<file path="src/rtl/register_file_mp.sv">
// Multi-port register file: NUM_READ combinational read ports, two write ports (port 1 wins on collision).
// Reads are zero-latency, writes commit on the rising clock edge, and reset clears the array asynchronously.
module register_file_mp #(
  parameter int DATA_WIDTH = 32,
  parameter int ADDR_WIDTH = 5,
  parameter int NUM_READ   = 2,
  parameter int ZERO_REG   = 1,
  parameter int BYPASS     = 1
) (
  input  logic                           clock,
  input  logic                           reset,
  input  logic [NUM_READ*ADDR_WIDTH-1:0] read_reg,
  output logic [NUM_READ*DATA_WIDTH-1:0] read_data,
  input  logic                           write_enable_0,
  input  logic [ADDR_WIDTH-1:0]          write_reg_0,
  input  logic [DATA_WIDTH-1:0]          write_data_0,
  input  logic                           write_enable_1,
  input  logic [ADDR_WIDTH-1:0]          write_reg_1,
  input  logic [DATA_WIDTH-1:0]          write_data_1
);

  localparam int DEPTH = 1 << ADDR_WIDTH;

  if (NUM_READ < 1 || NUM_READ > 8) begin : g_bad_num_read
    $error("register_file_mp: NUM_READ must be in 1..8");
  end

  logic [DATA_WIDTH-1:0] regs_q [DEPTH];
  logic [DATA_WIDTH-1:0] regs_d [DEPTH];
  logic                  we0_eff;
  logic                  we1_eff;

  // A write aimed at a hardwired zero register is treated as if it never happened.
  always_comb begin
    we0_eff = write_enable_0 && !reset;
    we1_eff = write_enable_1 && !reset;
    if (ZERO_REG != 0) begin
      if (write_reg_0 == '0) we0_eff = 1'b0;
      if (write_reg_1 == '0) we1_eff = 1'b0;
    end
  end

  // Port 1 is applied last so it overrides port 0 on an address collision.
  always_comb begin
    regs_d = regs_q;
    if (we0_eff) regs_d[write_reg_0] = write_data_0;
    if (we1_eff) regs_d[write_reg_1] = write_data_1;
  end

  always_ff @(posedge clock or posedge reset) begin
    if (reset) begin
      for (int i = 0; i < DEPTH; i++) begin
        regs_q[i] <= '0;
      end
    end else begin
      regs_q <= regs_d;
    end
  end

  for (genvar k = 0; k < NUM_READ; k++) begin : g_rd
    logic [ADDR_WIDTH-1:0] rd_addr;
    logic [DATA_WIDTH-1:0] rd_dat;

    assign rd_addr = read_reg[k*ADDR_WIDTH +: ADDR_WIDTH];

    always_comb begin
      rd_dat = regs_q[rd_addr];
      if (BYPASS != 0) begin
        if (we0_eff && (write_reg_0 == rd_addr)) rd_dat = write_data_0;
        if (we1_eff && (write_reg_1 == rd_addr)) rd_dat = write_data_1;
      end
      if ((ZERO_REG != 0) && (rd_addr == '0)) rd_dat = '0;
      if (reset) rd_dat = '0;
    end

    assign read_data[k*DATA_WIDTH +: DATA_WIDTH] = rd_dat;
  end

endmodule

</file>
<file path="config.mk">
export PLATFORM = sky130hd
export DESIGN_NAME = register_file_mp
export DESIGN_NICKNAME = d
export VERILOG_FILES = /design/src/rtl/register_file_mp.sv
export SDC_FILE = /design/constraint.sdc
export NUM_CORES = 2
export LEC_CHECK = 0
export ABC_AREA = 1
export CORE_UTILIZATION = 30
export DETAILED_ROUTE_END_ITERATION = 16
export PLACE_DENSITY = 0.47
export SYNTH_ARGS = -nofsm -noshare
export SYNTH_HDL_FRONTEND = slang
export SYNTH_SLANG_ARGS = --single-unit
</file>
<file path="constraint.sdc">
create_clock -name clock -period 105.3 [get_ports clock]
set_input_delay 21.06 -clock clock [delete_from_list [all_inputs] [get_ports clock]]
set_output_delay 21.06 -clock clock [all_outputs]
set_load 0.01 [all_outputs]
</file>
* After elaboration in Yosys (flattened, before gate mapping)
Index checks and enable logic that the tools add are counted.
** Word-level totals
- Bits in registers :: 1024
- Output and inout bits :: 64
- Logic and storage cells :: 83
** Cells by class
- Magnitude comparators :: 6
- Eq/ne operators :: 4
- Muxes and demuxes :: 24
- Bitwise operators :: 4
- Reduce and logical (&&, ||, !) cells :: 13
** Operators with widths (number)
- 1024-bit bitwise mux :: 2
- 1024-bit two-way mux :: 2
- 32-bit two-way mux :: 14
- 32-bit binary-select mux with 5-bit select :: 2
- 32-bit demux with 5-bit select :: 2
- 6-bit greater-or-equal comparator, second input constant :: 4
- 5-bit inverter with 6-bit output :: 4
- 5-bit equality test :: 4
- 5-bit zero test :: 4
- 6-bit by 1-bit less-than comparator with 1-bit output, second input constant :: 2
- 1-bit logical AND :: 8
- 1-bit two-way mux :: 2
- 1-bit zero test :: 1

* Depth between registers and ports, before layout
- Depth in word-level cells :: 9
- Gate-level depth with buffers :: 11

* Worst setup path before layout
Ideal clock, no wire load.
- Path type :: input to output
- Start point :: input port reset
- End point :: output port read_data[23]
- Arrival time :: 46.147 ns
- Slack :: 38.093 ns
- Stages on the path :: 10
- Path buffers :: 1
- Path through :: inv_1 -> nand2_1 -> inv_1 -> nand2_1 -> inv_2 -> nand2_1 -> clkbuf_1 -> o21ai_0 -> inv_1 -> a21oi_1
** Between the ends
- Cells in the longest elaborated chain, start to end :: 8
** Ends and longest elaborated chain
- from (decl) :: line 11 : input logic reset,
- 1-bit zero test (no source line)
- 1-bit logical AND :: line 35 : we0_eff = write_enable_0 && !reset;
- 1-bit two-way mux :: line 38 : if (write_reg_0 == '0) we0_eff = 1'b0;
- 1-bit logical AND :: line 69 : if (we0_eff && (write_reg_0 == rd_addr)) rd_dat = write_data_0;
- 32-bit two-way mux :: line 69
- 32-bit two-way mux :: line 70 : if (we1_eff && (write_reg_1 == rd_addr)) rd_dat = write_data_1;
- 32-bit two-way mux :: line 72 : if ((ZERO_REG != 0) && (rd_addr == '0)) rd_dat = '0;
- 32-bit two-way mux (*) :: line 73 : if (reset) rd_dat = '0;
- to (decl) :: line 13 : output logic [NUM_READ*DATA_WIDTH-1:0] read_data,
Mark *: on every way between the ends. The rest lies on a longest branch, timed or not.

* Worst setup path after layout
- Start point :: input port read_reg[0]
- End point :: output port read_data[0]
** Between the ends
- Cells in the longest elaborated chain, start to end :: 8
** Ends and longest elaborated chain
- from (decl) :: line 12 : input logic [NUM_READ*ADDR_WIDTH-1:0] read_reg,
- 5-bit inverter with 6-bit output (implied by the code) :: line 67 : rd_dat = regs_q[rd_addr];
- 32-bit binary-select mux with 5-bit select :: line 67
- 32-bit two-way mux (implied by the code) (2 in series) :: line 67
- 32-bit two-way mux :: line 69
- 32-bit two-way mux :: line 70
- 32-bit two-way mux (*) :: line 72
- 32-bit two-way mux (*) :: line 73
Mark *: on every way between the ends. The rest lies on a longest branch, timed or not. The select of a mux whose other input is x is not followed.

==> summary.txt <==
Setup path
  – Crit-path slowest cell: inv_8
  – Most frequent CP cell: nand3_1
  – Critical Path Max Stage Delay: 0.93 ns
  – WP buf/inv: 6
  – WP data arrival: 26.55 ns
  – Critical path cell sequence: buf_8 > inv_8 > buf_4 > buf_4 > buf_4 > nand2_1 > nand3_1 > nand3_1 > nand3_1 > nand3_1 > nand3_1 > a21oi_1 > clkdlybuf4s50_1
  – Worst Path Required: 84.24 ns
  – Largest delay contributor family on the critical path: buffers and inverters
  – Crit Path Category: input port to primary output
  – Critical Path Fanout Max: 154
  – Critical Path End Type: primary output
  – Startpoint types: input port

Synthesis
  – Synth top area cells: dfrtp_1 (37%), nand2_1 (16%), nand3_1 (14%)
  – Yosys warnings: 0
  – Register area share after synthesis: 0.3689
  – Mapped Cells: 10580
  – #FFs+latches synth: 1024
  – Synth area leader: dfrtp_1
  – Mean Syn Cell Area: 6.567 sq um
  – Yosys cell types: 22
  – Post-synthesis cell area: 0.06947 sq mm
  – Post-synth top area share: 0.3689
  – Syn Nets: 10670

STA
  – Max transition margin: 0.1184
  – Tmin final: 47.61 ns
  – Skew final: 0 ns
  – Final hold violations: 0
  – RSZ-0062 raised after global routing: no
  – Setup_tns: 0 ns
  – Fmax: 0.02101 GHz
  – Endpoints failing setup: 0
  – Worst-Margin Slew: 1.321 ns
  – Final period util: 0.4521
  – Final Hold Slack: 0.3956 ns
  – Slew Viols, Final: 0

Layout
  – Post-route cell area: 0.07705 sq mm
  – Commonest non-fill, non-tap cell in the layout: nand2_1
  – NumNets Final: 10060
  – Fillers: 24720
  – Commonest cells after routing, fill and taps aside: nand2_1 (2923), nand3_1 (1930), inv_1 (1156)
  – Top Registers: regs_q: 1024 flops
  – Biggest register: regs_q
  – Layout cells sized above 1: 0.04923
  – Max reg flops: 1024
  – Area grow syn2layout: 10.91%

CTS
  – Clk slew on worst S/H paths: 0.06 ns
  – Setup bufs post-CTS: 0
  – TritonCTS clock tree: done
  – Cells resized by post-CTS repair: 0
  – Worst-Skew Late Latency: 0.79 ns
  – Max Buffers Root-to-Sink: 3
  – Root Driver: clkbuf_16
  – H-tree Lvls: 4
  – Cts bufs inserted: 134
  – Hold_buf cts: 0
  – CTS Sinks: 1024

Drt
  – Antenna viol nets, final: 0
  – Wire per inst: 27.85 um
  – Vias per cell: 5.840
  – First DRT Iteration DRCs: 10140
  – Residual DRC: 0
  – Drt pass-1 iters: 6
  – Vias: 76550
  – DRT Wirelength: 365100 um

Floorplanning
  – DIE HEIGHT: 483.2 um
  – Row Count: 176
  – Die area: 0.2335 sq mm
  – Core Box Area: 0.2301 sq mm
  – I/O Pins: 152
  – Initial Util: 0.3019
  – Chip width: 483.2 um

GRT
  – Number of global-route vias before repair: 70990
  – First-pass GRT wire length: 521700 um
  – Tot GR Track Use: 0.3036
  – Initial antenna violation count: 17
  – Grt total ovfl: 0
  – Largest net degree at the start of global routing: 178

Min path
  – Worst hold path type: flip-flop to flip-flop

Power
  – Power per standard cell area: 18.55 mW/mm^2
  – Power, Total: 1.429 mW
  – Maximum VDD drop: 0.01588 mV
  – Leak: 36.25 nW

Placement
  – Post-detail-place hpwl: 192600 um
  – Placed standard-cell area: 0.07267 sq mm
  – Port bufs: 151
  – Final GP Congestion: 0.8739

Run status
  – Status: finished clean

Flow run
  – Max-capacitance violation count: 0
report_power, final:
part           internal [mW]  switching, mW
combinational          0.152          0.286
sequential             0.492         0.0264
clock                  0.272          0.200
cell families (layout without fill, tap and decap cells):
| kind of cell | count (synthesis) | in the layout | synth area share |
|---|---|---|---|
| AND/OR/NAND/NOR | 4965 | 4965 | 0.3049 |
| AO/OA/AOI/OAI | 2323 | 2323 | 0.2024 |
| buffers and inverters | 2253 | 1751 | 0.1222 |
| flip-flops | 1024 | 1024 | 0.3689 |
| XOR/XNOR | 13 | 13 | 0.001639 |
| other | 0 | 6 | 0 |
cell usage after synthesis, drive strengths merged:
master	count
nand2	2972
xor2	2
a21oi	174
nor2	16
inv	1173
dfrtp	1024
buf	65
o21ai	1165
nor3	14
clkinv	3
or2	10
nand3	1939
o22ai	21
xnor2	11
clkbuf	1012
nand4	14
o211ai	963
path summary, 6_finish.rpt:
path,start,to,slack [ns],depth (start not counted)
worst max register to register,regs_q[653],regs_q[653],104.33,4
worst max-delay path,read_reg[0],read_data[0],57.69,13
max in group asynchronous,reset,regs_q[955],80.57,6
worst min-delay path,regs_q[1019],regs_q[1019],0.40,0
worst min register to register,regs_q[1019],regs_q[1019],0.40,0
min in group asynchronous,reset,regs_q[394],20.74,2
metrics by stage:
step                  util  std cells  worst slack, ns
floorplan                -      10580            38.09
global placement    0.3158      12870            57.77
detailed placement  0.3158      12870            57.76
CTS                 0.3347      13100            57.74
global route        0.3348      13100            57.48
finish              0.3348      13110            57.69
metal layers:
layer,GRT usage,part of all wire,vias to the layer above
met3,0.05454,0.095,1028
met2,0.4804,0.44,4762
met4,0.1663,0.060,4
met5,0,0.000060,-
li1,-,-,33870
met1,0.3906,0.40,36890
area by class of cell:
cell class	instances	area, sq um	share of cell area
Multi-Input combinational cell	7301	35820	0.4650
Clock inverter	28	290.3	0.003768
Tap cell	3026	3786	0.04914
Inverter	1176	4468	0.05799
Clock buffer	208	4065	0.05276
Sequential cell	1024	25620	0.3326
Timing Repair Buffer	339	2973	0.03859
Antenna cell	6	15.01	0.0001949
Note: power is estimated with default switching activity, not from simulation.
